`config.mk`:
```
export PLATFORM = sky130hd
export DESIGN_NAME = frame_stream_source
export DESIGN_NICKNAME = d
export VERILOG_FILES = /design/src/rtl/video_stream_pkg.sv /design/src/rtl/stream_skid_fifo.sv /design/src/rtl/frame_stream_source.sv
export SDC_FILE = /design/constraint.sdc
export NUM_CORES = 1
export LEC_CHECK = 0
export CORE_ASPECT_RATIO = 1.75
export CORE_MARGIN = 10
export CORE_UTILIZATION = 54
export CTS_BUF_LIST = sky130_fd_sc_hd__clkbuf_8 sky130_fd_sc_hd__clkbuf_16
export DETAILED_ROUTE_END_ITERATION = 10
export PLACE_DENSITY = 0.8
export SETUP_SLACK_MARGIN = 0.3
export SYNTH_ARGS = -nofsm -noshare
export SYNTH_HDL_FRONTEND = slang
export SYNTH_SLANG_ARGS = --single-unit
```
`constraint.sdc`:
```
create_clock -name clk -period 2.5 [get_ports clk]
set_input_delay 0.375 -clock clk [delete_from_list [all_inputs] [get_ports clk]]
set_output_delay 0.375 -clock clk [all_outputs]
set_load 0.02 [all_outputs]
```
`src/rtl/video_stream_pkg.sv`:
```
// rtl/video_stream_pkg.sv - shared video stream types and frame constants
//
// Purpose: items shared between the frame source and the pixel filters.
// Contents:
//   IMG_W, IMG_H, PIX_W - default frame geometry and pixel width
//   rgb444_t            - {R[11:8], G[7:4], B[3:0]} pixel view
//   beat_t              - one stream beat {sop, eop, data}
//   state_t             - frame source states
//   fifo_ptr_inc        - modulo-3 pointer increment for the skid FIFO
package video_stream_pkg;

    localparam int IMG_W = 320;
    localparam int IMG_H = 240;
    localparam int PIX_W = 12;

    typedef struct packed {
        logic [3:0] r;
        logic [3:0] g;
        logic [3:0] b;
    } rgb444_t;

    typedef struct packed {
        logic             sop;
        logic             eop;
        logic [PIX_W-1:0] data;
    } beat_t;

    typedef enum logic [1:0] {
        ST_IDLE   = 2'd0,
        ST_STREAM = 2'd1,
        ST_DRAIN  = 2'd2
    } state_t;

    // Pointers run 0,1,2,0,... for the 3-entry FIFO.
    function automatic logic [1:0] fifo_ptr_inc(input logic [1:0] ptr);
        return (ptr == 2'd2) ? 2'd0 : ptr + 2'd1;
    endfunction

endpackage

```
`src/rtl/stream_skid_fifo.sv`:
```
// rtl/stream_skid_fifo.sv - 3-entry synchronous FIFO of stream beats
//
// Purpose: absorbs the one-cycle frame buffer read latency so the source can
// sustain one beat per clock and tolerate downstream backpressure.
// Ports:
//   clk, reset_n  - clock, asynchronous active-low reset
//   i_push        - write i_push_beat at this edge
//   i_push_beat   - beat to write
//   i_pop         - drop the head at this edge (caller guarantees non-empty)
//   o_count       - number of stored beats (0..3)
//   o_head        - oldest stored beat; stable while not popped
module stream_skid_fifo
    import video_stream_pkg::*;
(
    input  logic       clk,
    input  logic       reset_n,
    input  logic       i_push,
    input  beat_t      i_push_beat,
    input  logic       i_pop,
    output logic [1:0] o_count,
    output beat_t      o_head
);

    beat_t      r_mem [0:2];
    logic [1:0] r_wr_ptr;
    logic [1:0] r_rd_ptr;
    logic [1:0] r_count;

    always_ff @(posedge clk or negedge reset_n) begin
        if (!reset_n) begin
            for (int i = 0; i < 3; i++) begin
                r_mem[i] <= '0;
            end
            r_wr_ptr <= 2'd0;
            r_rd_ptr <= 2'd0;
            r_count  <= 2'd0;
        end else begin
            if (i_push) begin
                r_mem[r_wr_ptr] <= i_push_beat;
                r_wr_ptr        <= fifo_ptr_inc(r_wr_ptr);
            end
            if (i_pop) begin
                r_rd_ptr <= fifo_ptr_inc(r_rd_ptr);
            end
            case ({i_push, i_pop})
                2'b10:   r_count <= r_count + 2'd1;
                2'b01:   r_count <= r_count - 2'd1;
                default: r_count <= r_count;
            endcase
        end
    end

    assign o_count = r_count;
    assign o_head  = r_mem[r_rd_ptr];

endmodule

```
`src/rtl/frame_stream_source.sv`:
```
// rtl/frame_stream_source.sv - frame buffer to Avalon-ST video packet source
//
// Purpose: reads an RGB444 frame buffer in raster order and emits one packet
// of IMG_W*IMG_H pixels per frame, optionally back to back.
// Ports:
//   clk, reset_n          - clock, asynchronous active-low reset
//   start                 - begins a frame when sampled in IDLE
//   continuous            - wrap to the next frame without a gap
//   busy                  - high outside IDLE
//   rd_en, rd_addr        - frame buffer read strobe and pixel address
//   rd_data               - read data, valid one cycle after rd_en
//   ready_in              - downstream ready (readyLatency 0)
//   valid_out, startofpacket_out, endofpacket_out, data_out - output beat
//   frame_done            - one-cycle pulse after each EOP transfer
module frame_stream_source #(
    parameter int IMG_W  = video_stream_pkg::IMG_W,
    parameter int IMG_H  = video_stream_pkg::IMG_H,
    parameter int PIX_W  = video_stream_pkg::PIX_W,
    parameter int ADDR_W = 17
) (
    input  logic              clk,
    input  logic              reset_n,
    input  logic              start,
    input  logic              continuous,
    output logic              busy,
    output logic              rd_en,
    output logic [ADDR_W-1:0] rd_addr,
    input  logic [PIX_W-1:0]  rd_data,
    input  logic              ready_in,
    output logic              valid_out,
    output logic              startofpacket_out,
    output logic              endofpacket_out,
    output logic [PIX_W-1:0]  data_out,
    output logic              frame_done
);
    import video_stream_pkg::*;

    localparam logic [ADDR_W-1:0] LAST_ADDR = ADDR_W'(IMG_W * IMG_H - 1);

    state_t            r_state;
    state_t            w_next_state;
    logic [ADDR_W-1:0] r_addr;
    logic              r_inflight;
    logic              r_tag_sop;
    logic              r_tag_eop;
    logic              r_frame_done;

    logic              w_issue;
    logic              w_last;
    logic              w_xfer;
    logic [1:0]        w_count;
    beat_t             w_head;
    beat_t             w_push_beat;

    assign w_last = (r_addr == LAST_ADDR);
    assign w_xfer = (w_count != 2'd0) && ready_in;

    // Credit check uses only registered state, so ready_in never reaches
    // rd_en/rd_addr combinationally; at most one extra read lands after a stall.
    always_comb begin
        w_next_state = r_state;
        w_issue      = 1'b0;
        case (r_state)
            ST_IDLE: begin
                if (start) begin
                    w_next_state = ST_STREAM;
                end
            end
            ST_STREAM: begin
                w_issue = (({1'b0, w_count} + {2'b00, r_inflight}) < 3'd3);
                if (w_issue && w_last && !continuous) begin
                    w_next_state = ST_DRAIN;
                end
            end
            ST_DRAIN: begin
                if (w_xfer && w_head.eop) begin
                    w_next_state = ST_IDLE;
                end
            end
            default: begin
                w_next_state = ST_IDLE;
            end
        endcase
    end

    always_ff @(posedge clk or negedge reset_n) begin
        if (!reset_n) begin
            r_state <= ST_IDLE;
        end else begin
            r_state <= w_next_state;
        end
    end

    always_ff @(posedge clk or negedge reset_n) begin
        if (!reset_n) begin
            r_addr       <= '0;
            r_inflight   <= 1'b0;
            r_tag_sop    <= 1'b0;
            r_tag_eop    <= 1'b0;
            r_frame_done <= 1'b0;
        end else begin
            r_inflight   <= w_issue;
            r_frame_done <= w_xfer && w_head.eop;
            if (r_state == ST_IDLE && start) begin
                r_addr <= '0;
            end else if (w_issue) begin
                // Tags are captured at issue time and paired with rd_data
                // when it returns on the next cycle.
                r_tag_sop <= (r_addr == '0);
                r_tag_eop <= w_last;
                r_addr    <= w_last ? '0 : r_addr + 1'b1;
            end
        end
    end

    assign w_push_beat = '{sop: r_tag_sop, eop: r_tag_eop, data: rd_data};

    stream_skid_fifo u_fifo (
        .clk         (clk),
        .reset_n     (reset_n),
        .i_push      (r_inflight),
        .i_push_beat (w_push_beat),
        .i_pop       (w_xfer),
        .o_count     (w_count),
        .o_head      (w_head)
    );

    assign busy              = (r_state != ST_IDLE);
    assign rd_en             = w_issue;
    assign rd_addr           = r_addr;
    assign valid_out         = (w_count != 2'd0);
    assign startofpacket_out = w_head.sop;
    assign endofpacket_out   = w_head.eop;
    assign data_out          = w_head.data;
    assign frame_done        = r_frame_done;

endmodule
```
==> run_results.csv <==
group,metric,value,unit
sta,grt_setup_unrepaired,"true",
placement,place_congestion,0.8700,
sta,min_period,2.206,ns
synthesis,synth.cell_area,3431,µm²
die,core_area,6181,µm²
job,cap_violations,0,
synthesis,async_flop_share,100.0,%
clock_tree,cts_sinks,71,
sta,fin_tns_setup,0,ns
global_route,grt_pass1_vias,2866,
routing,ant_nets,0,
worst_setup_path,worstReg2RegStart,"r_inflight",
sta,setup_ws,0.2941,ns
hold_path,worstHoldPathCells,1,
synthesis,synth_cell_types,50,
global_route,gr-usage-all-layers,16.40,%
clock_tree,cts_tree,"yes",
clock_tree,cts.path.max_buffers,2,
clock_tree,root_buffer,"clkbuf_8",
synthesis,synth_top_area_cell,"dfrtp_1",
global_route,grt_pass1_wl,13280,µm
sta,setup_viol_count_final,0,
synthesis,yosys.area.top_type_share,51.79,%
worst_setup_path,required,2.12,ns
routing,drtIter0Drc,126,
placement,numPortBuffers,51,
routing,wl_per_cell,17.08,µm
layout,layout_common_cells,"dfrtp_1 (70), nand2_1 (38), clkdlybuf4s50_1 (35)",
layout,mostFrequentLayoutCell,"dfrtp_1",
die,num_rows,38,
synthesis,ys_warn_count,0,
hold_path,min-delay-start,"u_fifo.r_mem[7]",
die,die_w,80.26,µm
die,ios,52,
worst_setup_path,path_class,"flop to primary output",
layout,utilization,69.51,%
pwr,total_leakage_power,1.875,nW
outcome,status,"completed",
clock_tree,clk_pin_slew,0.07,ns
layout,nFillCells,483,
sta,hold_ws,0.4937,ns
routing,vias,2559,
die,die_y,125.4,µm
worst_setup_path,r2r_end,"rd_addr[10]",
worst_setup_path,rr_worst_depth,8,
layout,drive_above_1_share,23.51,%
synthesis,synth_top_cells_by_area,"dfrtp_1 (52%), mux2_2 (11%), nand2_1 (4.2%), mux2i_1 (4.1%), o21ai_0 (3.9%)",
layout,antenna_cells,0,
sta,relSlewSlack,52.76,%
layout,seqCellArea,1778,µm²
synthesis,synth_edf_count,0,
routing,via_per_inst,5.687,
global_route,globalRouteOverflowTotal,0,
layout,area_growth,25.24,%
hold_path,holdPathEnd,"u_fifo.r_mem[7]",
die,fp.dieArea,10070,µm²
synthesis,yosysSeqAreaShare,51.79,%
sta,fmax,0.4533,GHz
die,initial_core_util,55.51,%
sta,fin_crit_sh,88.23,%
worst_setup_path,critPathCaptureType,"primary output",
global_route,antenna_found_initial,0,
synthesis,syn_inst,300,
hold_path,hold_class,"flop to flop",
pwr,p_per_area,1328,nW/µm²
sta,fin_worst_skew,0.006084,ns
synthesis,ys_seq_elements,71,
routing,drc,0,
routing,routed_wl,7686,µm
placement,pre_cts_ws,0.06934,ns
sta,hold_viol_final,0,
placement,dp_hpwl,5543,µm
synthesis,ys.flop_type,"dfrtp_1",
layout,stdcell_count,450,
placement,placed_cells,434,
synthesis,avgSynthCellArea,11.44,µm²
worst_setup_path,crit_fanout,2,
layout,multi_input_area,1546,µm²
sta,tightest_slew,0.7086,ns
pwr,vdd_drop_max,0.8764,mV
worst_setup_path,cp.arrival,1.83,ns
sta,slew_viol_final,0,
global_route,grt_max_degree,51,
worst_setup_path,start_kind,"flop",
clock_tree,htreeDepth,3,
layout,nNetsFinal,388,
routing,firstDrtPassIters,5,
clock_tree,cts_buffers,9,
clock_tree,worstSkewPairLatency,0.34,ns
synthesis,synth_fp_nets,322,
worst_setup_path,r2r_slack,0.38,ns
## kinds of logic (layout without fill, tap and decap cells)
| group | Yosys count | count (layout) | synth area share (%) |
|---|---|---|---|
| AO/OA/AOI/OAI | 53 | 53 | 9.738 |
| XOR/XNOR | 4 | 4 | 1.021 |
| buffers and inverters | 22 | 92 | 3.647 |
| multiplexers | 56 | 56 | 17.87 |
| flip-flops | 71 | 71 | 51.79 |
| AND/OR/NAND/NOR | 89 | 89 | 14.11 |
| adder cells (fa/ha/maj) | 5 | 5 | 1.823 |
## through the flow
step           area (µm²)  total power [mW]
2_1_floorplan        3431             3.796
3_3_place_gp         4079             4.826
5_1_grt              4297             6.115
6_report             4297             5.707
3_5_place_dp         4079             4.923
4_1_cts              4273             5.705
## critical path, cell delays in order, from the launching register on
cell and delay (ns):
dfrtp_1 0.39, ha_2 0.20, ha_4 0.21, a2111o_2 0.52, clkinv_4 0.07, buf_6 0.11
## cell type report
class / count / area share [%]
clock inverter: 4 / 1.048
multi-input combinational: 207 / 35.99
sequential: 71 / 41.38
inverter: 10 / 0.9901
tap: 80 / 2.330
clock buffer: 11 / 3.524
timing repair buffer: 67 / 14.74
## how the worst max path moves through the flow
stage	startpoint	end	slack, ns	cells past startpoint
2_1_floorplan	r_inflight	rd_addr[13]	0.46	8
3_3_place_gp	r_inflight	rd_en	0.1	5
3_5_place_dp	r_inflight	rd_en	0.07	5
4_1_cts	r_inflight	rd_en	0.08	5
5_1_grt	r_inflight	rd_en	0.24	5
6_report	r_inflight	rd_en	0.29	5
## timing repair
action,in CTS,in global routing
resized for setup,17,14
cloned,0,0
endpoints found under the hold margin,21,0
hold buffers,1,0
pin swaps,1,1
setup endpoints to repair,22,19
buffers inserted,0,0
## cell usage after synthesis (all sizes together), types with 2 or more instances
cell and count:
a21o 2, a21oi 5, and3 2, and4 2, buf 10, clkbuf 2
dfrtp 71, ha 5, inv 9, mux2 42, mux2i 14, nand2 39
nand3 15, nand4 6, nor2 8, nor3 4, nor4 4, o21ai 32
o311ai 5, or3 4, xnor2 2, xor2 2
## state kept, by name, summed over array words and instances, names as in the netlist, 2 cells and up
register,count
u_fifo.r_mem,42
u_fifo.o_count,2
u_fifo.r_wr_ptr,2
rd_addr,17
u_fifo.r_rd_ptr,2
r_state,2
## report_power, final
group / internal, mW / switching [mW] / total, mW
clock: 0.504 / 0.388 / 0.892
sequential: 1.59 / 0.319 / 1.91
combinational: 1.36 / 1.55 / 2.91
## layer usage
layer	up-vias	track usage (%)	wire length [µm]
li1	1216	-	-
met1	1258	16.45	2962
met2	72	28.24	4052
met3	13	6.026	523
met4	0	8.646	148
met5	-	0	0
Note: power is estimated with default switching activity, not from simulation.
